[config.mk]
export PLATFORM = sky130hd
export DESIGN_NAME = uc_flat
export DESIGN_NICKNAME = d
export VERILOG_FILES = /design/src/rtl/uc_if.sv /design/src/rtl/uc.sv /design/src/flat_wrapper.sv
export SDC_FILE = /design/constraint.sdc
export NUM_CORES = 1
export LEC_CHECK = 0
export CAP_MARGIN = 20
export CORE_AREA = 2 2 39 41
export CTS_CLUSTER_SIZE = 40
export DETAILED_ROUTE_END_ITERATION = 6
export DIE_AREA = 0 0 41 43
export PLACE_DENSITY_LB_ADDON = 0.3
export SLEW_MARGIN = 25
export SYNTH_ARGS = -nofsm -noshare
export SYNTH_HDL_FRONTEND = slang
export SYNTH_SLANG_ARGS = --single-unit
[constraint.sdc]
create_clock -name clk -period 2.1 [get_ports clk]
set_input_delay 0.42 -clock clk [delete_from_list [all_inputs] [get_ports clk]]
set_output_delay 0.42 -clock clk [all_outputs]
set_load 0.02 [all_outputs]
[src/rtl/uc_if.sv]
// rtl/uc_if.sv - decode bus between instruction fields and the uc control outputs
interface uc_if;
    logic [6:0] op;
    logic [2:0] func3;
    logic       func7;
    logic       zero;
    logic       pcSrc;
    logic       branch;
    logic       resSrc;
    logic       memWrite;
    logic       aluSrc;
    logic       regWrite;
    logic [2:0] aluControl;
    logic [1:0] immSrc;
    logic       illegalOp;

    modport master (
        output op, func3, func7, zero,
        input  pcSrc, branch, resSrc, memWrite, aluSrc, regWrite,
               aluControl, immSrc, illegalOp
    );

    modport slave (
        input  op, func3, func7, zero,
        output pcSrc, branch, resSrc, memWrite, aluSrc, regWrite,
               aluControl, immSrc, illegalOp
    );
endinterface

[src/rtl/uc.sv]
// rtl/uc.sv - single-cycle RV32I control unit with sticky illegal-opcode flag (option: UC_ILLEGAL_GATE_EN)
module uc (
    input  logic clk,
    input  logic reset,
    uc_if.slave  bus
);

    logic       reg_write;
    logic       mem_write;
    logic       legal;
    logic       dec_branch;
    logic [1:0] alu_op;
    logic       illegal_q;
    logic       gate;

    // Main decoder: opcode to datapath selects; unknown opcodes drive all zeros.
    always_comb begin
        reg_write   = 1'b0;
        mem_write   = 1'b0;
        bus.immSrc  = 2'b00;
        bus.aluSrc  = 1'b0;
        bus.resSrc  = 1'b0;
        dec_branch  = 1'b0;
        alu_op      = 2'b00;
        legal       = 1'b1;
        case (bus.op)
            7'b0000011: begin
                reg_write  = 1'b1;
                bus.aluSrc = 1'b1;
                bus.resSrc = 1'b1;
            end
            7'b0100011: begin
                bus.immSrc = 2'b01;
                bus.aluSrc = 1'b1;
                mem_write  = 1'b1;
            end
            7'b0110011: begin
                reg_write = 1'b1;
                alu_op    = 2'b10;
            end
            7'b1100011: begin
                bus.immSrc = 2'b10;
                dec_branch = 1'b1;
                alu_op     = 2'b01;
            end
            7'b0010011: begin
                reg_write  = 1'b1;
                bus.aluSrc = 1'b1;
                alu_op     = 2'b10;
            end
            default: legal = 1'b0;
        endcase
    end

    // ALU decoder: only R-type (op[5]=1) with func7 set turns add into sub.
    always_comb begin
        bus.aluControl = 3'b000;
        case (alu_op)
            2'b01: bus.aluControl = 3'b001;
            2'b10: begin
                case (bus.func3)
                    3'b000:  bus.aluControl = (bus.op[5] && bus.func7) ? 3'b001 : 3'b000;
                    3'b010:  bus.aluControl = 3'b101;
                    3'b110:  bus.aluControl = 3'b011;
                    3'b111:  bus.aluControl = 3'b010;
                    default: bus.aluControl = 3'b000;
                endcase
            end
            default: bus.aluControl = 3'b000;
        endcase
    end

    // Sticky illegal-opcode flag; reset wins over a simultaneous set.
    always_ff @(posedge clk) begin
        if (reset) begin
            illegal_q <= 1'b0;
        end else if (!legal) begin
            illegal_q <= 1'b1;
        end
    end

`ifdef UC_ILLEGAL_GATE_EN
    assign gate = !legal || illegal_q;
`else
    assign gate = 1'b0;
`endif

    // Side-effecting strobes, optionally suppressed after a bad fetch.
    always_comb begin
        bus.branch    = dec_branch;
        bus.regWrite  = reg_write && !gate;
        bus.memWrite  = mem_write && !gate;
        bus.pcSrc     = dec_branch && bus.zero && !gate;
        bus.illegalOp = illegal_q;
    end

endmodule

[src/flat_wrapper.sv]
// flat-port wrapper written by rule: the top's interface ports become plain ports
module uc_flat 
  (clk, reset, bus_op, bus_func3, bus_func7, bus_zero, bus_pcSrc, bus_branch, bus_resSrc, bus_memWrite, bus_aluSrc, bus_regWrite, bus_aluControl, bus_immSrc, bus_illegalOp);
  uc_if bus_i ();
  input  logic clk;
  input  logic reset;
  input wire logic [$bits(bus_i.op)-1:0] bus_op;
  input wire logic [$bits(bus_i.func3)-1:0] bus_func3;
  input wire logic [$bits(bus_i.func7)-1:0] bus_func7;
  input wire logic [$bits(bus_i.zero)-1:0] bus_zero;
  output wire logic [$bits(bus_i.pcSrc)-1:0] bus_pcSrc;
  output wire logic [$bits(bus_i.branch)-1:0] bus_branch;
  output wire logic [$bits(bus_i.resSrc)-1:0] bus_resSrc;
  output wire logic [$bits(bus_i.memWrite)-1:0] bus_memWrite;
  output wire logic [$bits(bus_i.aluSrc)-1:0] bus_aluSrc;
  output wire logic [$bits(bus_i.regWrite)-1:0] bus_regWrite;
  output wire logic [$bits(bus_i.aluControl)-1:0] bus_aluControl;
  output wire logic [$bits(bus_i.immSrc)-1:0] bus_immSrc;
  output wire logic [$bits(bus_i.illegalOp)-1:0] bus_illegalOp;
  assign bus_i.op = bus_op;
  assign bus_i.func3 = bus_func3;
  assign bus_i.func7 = bus_func7;
  assign bus_i.zero = bus_zero;
  assign bus_pcSrc = bus_i.pcSrc;
  assign bus_branch = bus_i.branch;
  assign bus_resSrc = bus_i.resSrc;
  assign bus_memWrite = bus_i.memWrite;
  assign bus_aluSrc = bus_i.aluSrc;
  assign bus_regWrite = bus_i.regWrite;
  assign bus_aluControl = bus_i.aluControl;
  assign bus_immSrc = bus_i.immSrc;
  assign bus_illegalOp = bus_i.illegalOp;
  uc u_core (.clk(clk), .reset(reset), .bus(bus_i));
endmodule
=== Yosys cells after proc, flatten, opt, wreduce, memory -nomap -nowiden ===
Index checks and enable logic that the tools add are counted.

* Reduce and logical (&&, ||, !) cells: 7
* Eq/ne operators: 10
* Multiplexer cells: 11
* Divide/modulo/power cells: 0
* Shift-type cells: 0
* Add/subtract/negate cells: 0
* Bitwise gates (word level): 0
* Magnitude comparators: 0
* Multipliers: 0

{| class="wikitable"
|+ Operators with widths
! operator !! number
|-
| == test 7 x 6 -> 1 bit (second input constant) || 2
|-
| case mux 3 bit (4 select lines) || 1
|-
| case mux 2 bit (2 select lines) || 2
|-
| == test 7 x 2 -> 1 bit (second input constant) || 1
|-
| == test 7 x 5 -> 1 bit (second input constant) || 1
|-
| == test 7 bit (second input constant) || 1
|-
| two-way mux 1 bit || 7
|-
| == test 3 bit (second input constant) || 2
|-
| case mux 3 bit (2 select lines) || 1
|-
| OR reduction 3 bit || 2
|-
| OR reduction 5 bit || 1
|-
| == test 3 x 2 -> 1 bit (second input constant) || 1
|-
| zero test 3 bit || 1
|-
| == test 2 x 1 -> 1 bit (second input constant) || 1
|-
| == test 2 bit (second input constant) || 1
|-
| logical AND 1 bit || 2
|-
| OR reduction 2 bit || 1
|}

* Output and inout bits: 12
* Bits in writable memories: 0
* Input bits: 14
* Bits in read-only memories: 0
* Bits in latches: 0
* Memories kept: 0
* Bits in registers: 1

=== Longest topological paths before layout ===
Gate-level depths: netlist of the first run.

* Depth after elaboration: 5
* Depth in mapped cells: 7
* Depth with buffers taken out: 7

=== Least setup slack after synthesis of the first run ===
Ideal clock, no wire load.

* Path kind: input -> output
* Start: input bus_op[2]
* End: output bus_aluControl[1]
* Path slack: -0.210 ns
* Stages: 4
* Data required time: 1.680 ns
* Arrival: 1.890 ns
* Path through: and4bb_2 -> and3_1 -> ha_1 -> nor3b_1

* Longest elaborated chain between the ends: 5
* Elaborated cells between the ends (all ways): 8
* Those cells by class: eq/ne: 5; mux: 2; reduce/logical: 1

{| class="wikitable"
|+ RTL lines
! what !! RTL line !! source
|-
| start: declaration || flat_wrapper.sv:7 || <nowiki>input wire logic [$bits(bus_i.op)-1:0] bus_op;</nowiki>
|-
| == test 7 x 6 -> 1 bit / == test 7 x 5 -> 1 bit (equally long branches) || uc.sv:26 || <nowiki>case (bus.op)</nowiki>
|-
| OR reduction 2 bit (no line) || - ||
|-
| case mux 2 bit (2 select lines) * || uc.sv:26 ||
|-
| == test 2 bit / == test 2 x 1 -> 1 bit (equally long branches) || uc.sv:58 || <nowiki>case (alu_op)</nowiki>
|-
| case mux 3 bit (2 select lines) * || uc.sv:58 ||
|-
| end: declaration || flat_wrapper.sv:17 || <nowiki>output wire logic [$bits(bus_i.aluControl)-1:0] bus_aluControl;</nowiki>
|}

Every way passes the cells marked *; elsewhere a longest branch is shown, timed or not.

=== Worst setup path in the final report of the first run ===
Same ends and word-level chain as after synthesis.

==> impl_metrics.toml, run 1 <==
[synth]
synth.distinct_cells = 17
ys_seq_area_share_pct = 10.67
syn_inst = 28
synth.net_count = 44
synth-async-reset-ratio_pct = 0
yosys_register_bits = 1
synth_area_um2 = 187.7
ys_warn_count = 0
synth_ff_type = "dfxtp_1"
avgSynthCellArea_um2 = 6.703
synth_edf_count = 0

[global_routing]
grtUsageTotal_pct = 9.790
grt-ovfl-total = 0
grt_pass1_vias = 352
grt_max_degree = 6
antenna_found_initial = 0
grt_pass1_wl_mm = 1.317

[outcome]
violations = "negative setup slack"
outcome = "finished, violations left"

[final_layout]
largest_reg_flops = 1
final_nets = 86
area_growth_pct = 226.0
fill_cells = 161
drive_gt1_share_pct = 60.29
utilization_pct = 44.21
antennaDiodeCount = 0

[timing]
whs_ns = 0.5138
period_minus_slack_ns = 2.156
worstMarginPinSlew_ns = 0.2122
finalHoldViolCount = 0
fin_tns_setup_ns = -0.1086
setup_violations = 2
relSlewSlack_pct = 85.81
setup_ws_ns = -0.05647
clock_skew_ns = 0
rsz0062_at_grt = "true"
fmax_mhz = 463.7
period_share_pct = 102.7
report.final.slew_viol_count = 0

[worst_setup_path]
crit_family = "simple AND/OR/NAND/NOR gates"
r2r-start = "u_core.bus.illegalOp"
cp_slowest_cell = "and4bb_2"
r2r_slack_ns = 1.52
cp_data_required_time_ns = 1.68
path_class = "primary input to output port"
cp_num_buf_inv = 2
cp.arrival_ns = 1.74
reg2reg_to = "u_core.bus.illegalOp"
crit_fanout = 3
crit_chain = "buf_6, and4bb_2, nand2b_4, or2_4, ha_4, nor3b_2, buf_4"
critPathLaunchType = "primary input"
reg2regPathDepth = 2
critPathMaxStageDelay_ns = 0.35
cp-end-kind = "output port"

[floorplanning]
rows = 14
dieArea_mm2 = 0.001763
fp.dieH_um = 43
start_util_pct = 13.56
dieWidth_um = 41
core-area_mm2 = 0.001384
io_pins = 26

[power]
vdd_drop_max_v = 0.0001253
powerDensity_mw_per_mm2 = 127.7
leakage_nw = 0.2872

[route]
drc = 0
ant_nets = 0
num_vias = 353
routedWlPerCell_um = 9.833
drtIter0Drc = 0
vias_per_cell = 4.202
dr.pass1.iters = 1
routed_wl_um = 826

[placement]
post-dp-hpwl_um = 635.6
gp_congestion = 0.5981
port_buffers = 25

[hold_path]
min-delay-start = "u_core.bus.illegalOp"
hold_depth = 2
hold_end = "u_core.bus.illegalOp"
holdCritPathClass = "register to register"

[clock_network]
cts_hold_buf = 0
clock_latency_ns = 0
path_clk_slew_ns = 0

[job]
max_cap_violations = 0
## power by group
| part | internal [mW] | switching [mW] |
|---|---|---|
| logic | 0.0369 | 0.0202 |
| clock network | 0 | 0 |
| registers | 0.0205 | 0.000512 |
## cell families (layout without fill, tap and decap cells)
group / count (synthesis) / after routing / synth area share, %
simple gates: 18 / 18 / 56.01
compound gates: 5 / 5 / 16.00
buf+inv: 2 / 42 / 4.001
fa+ha+maj: 2 / 2 / 13.33
flops: 1 / 1 / 10.67
## synthesized netlist by cell type, types with 2 or more instances
cell type,number,area [um2]
inv_1,2,7.510
nor2_1,5,18.77
a21oi_1,4,20.02
and3_1,2,12.51
ha_1,2,25.02
nor3_1,2,10.01
## metrics by stage
step | setup WS, ns | cells | area [um2] | power, mW
after floorplan | -0.03978 | 28 | 201.4 | 0.03271
after global placement | -0.8527 | 81 | 561.8 | 0.07706
after detailed placement | -0.8795 | 81 | 561.8 | 0.07719
after CTS | -0.06262 | 84 | 610.6 | 0.07787
after global routing | -0.1068 | 84 | 611.8 | 0.08235
final | -0.05647 | 84 | 611.8 | 0.07812
## worst max path at each step
stage | from | endpoint | slack [ns] | cells past startpoint
final | bus_op[2] | bus_aluControl[1] | -0.06 | 7
after CTS | bus_op[3] | bus_aluControl[1] | -0.06 | 7
after global routing | bus_op[2] | bus_aluControl[1] | -0.11 | 7
after floorplan | bus_op[2] | bus_aluControl[1] | -0.04 | 4
after detailed placement | bus_op[2] | bus_aluControl[0] | -0.88 | 9
after global placement | bus_op[2] | bus_aluControl[1] | -0.85 | 7
## final cells by class
class / instances / area [um2] / share of cell area [%]
timing repair buffer: 40 / 324.1 / 52.97
inverter: 2 / 10.01 / 1.636
tap: 16 / 20.02 / 3.272
sequential: 1 / 20.02 / 3.272
multi-input combinational: 25 / 237.7 / 38.85
## cell usage in the layout, fill, tap and decap left out, drive strengths merged
cell           netlist  routed
a21oi                4       4
and2                 1       1
and3                 2       2
and4bb               1       1
buf                  0      22
clkbuf               0       5
clkdlybuf4s15        0       1
clkdlybuf4s50        0       7
dfxtp                1       1
dlygate4sd2          0       5
ha                   2       2
inv                  2       2
nand2                1       1
nand2b               2       2
nand4                1       1
nor2                 5       5
nor2b                1       1
nor3                 2       2
nor3b                1       1
o21ba                1       1
or2                  1       1
## metal layers
metal / vias to the layer above / track usage (%) / wire (um)
li1: 178 / - / -
met1: 154 / 11.39 / 326
met2: 21 / 19.38 / 426
met3: 0 / 0 / 73
met4: 0 / 0 / 0
met5: - / 0 / 0
## worst min-delay path, delay by kind of cell (launching register included)
family	cells	cell delay [ns]
compound gates	2	0.17
flops	1	0.29
## what timing repair did
item                                    CTS  global route
endpoints found under the setup margin   11             8
buffers inserted                          3             0
gates resized for setup                  52            16
pin swaps                                 8             7
Power figures use the tool's default switching activity.
==> run 2, diff against run 1 <==
--- a/config.mk
+++ b/config.mk
@@ -5,7 +5,7 @@
 export SDC_FILE = /design/constraint.sdc
 export NUM_CORES = 1
 export LEC_CHECK = 0
-export CAP_MARGIN = 20
+export CAP_MARGIN = 10
 export CORE_AREA = 2 2 39 41
 export CTS_CLUSTER_SIZE = 40
 export DETAILED_ROUTE_END_ITERATION = 6
==> results of run 2 <==
Same layout as run 1: the final DEF is identical, and so are final timing and power.
==> run 3, diff against run 2 <==
--- a/config.mk
+++ b/config.mk
@@ -7,7 +7,7 @@
 export LEC_CHECK = 0
 export CAP_MARGIN = 10
 export CORE_AREA = 2 2 39 41
-export CTS_CLUSTER_SIZE = 40
+export CTS_CLUSTER_SIZE = 12
 export DETAILED_ROUTE_END_ITERATION = 6
 export DIE_AREA = 0 0 41 43
 export PLACE_DENSITY_LB_ADDON = 0.3
==> results of run 3 <==
Same layout as run 1: the final DEF is identical, and so are final timing and power.
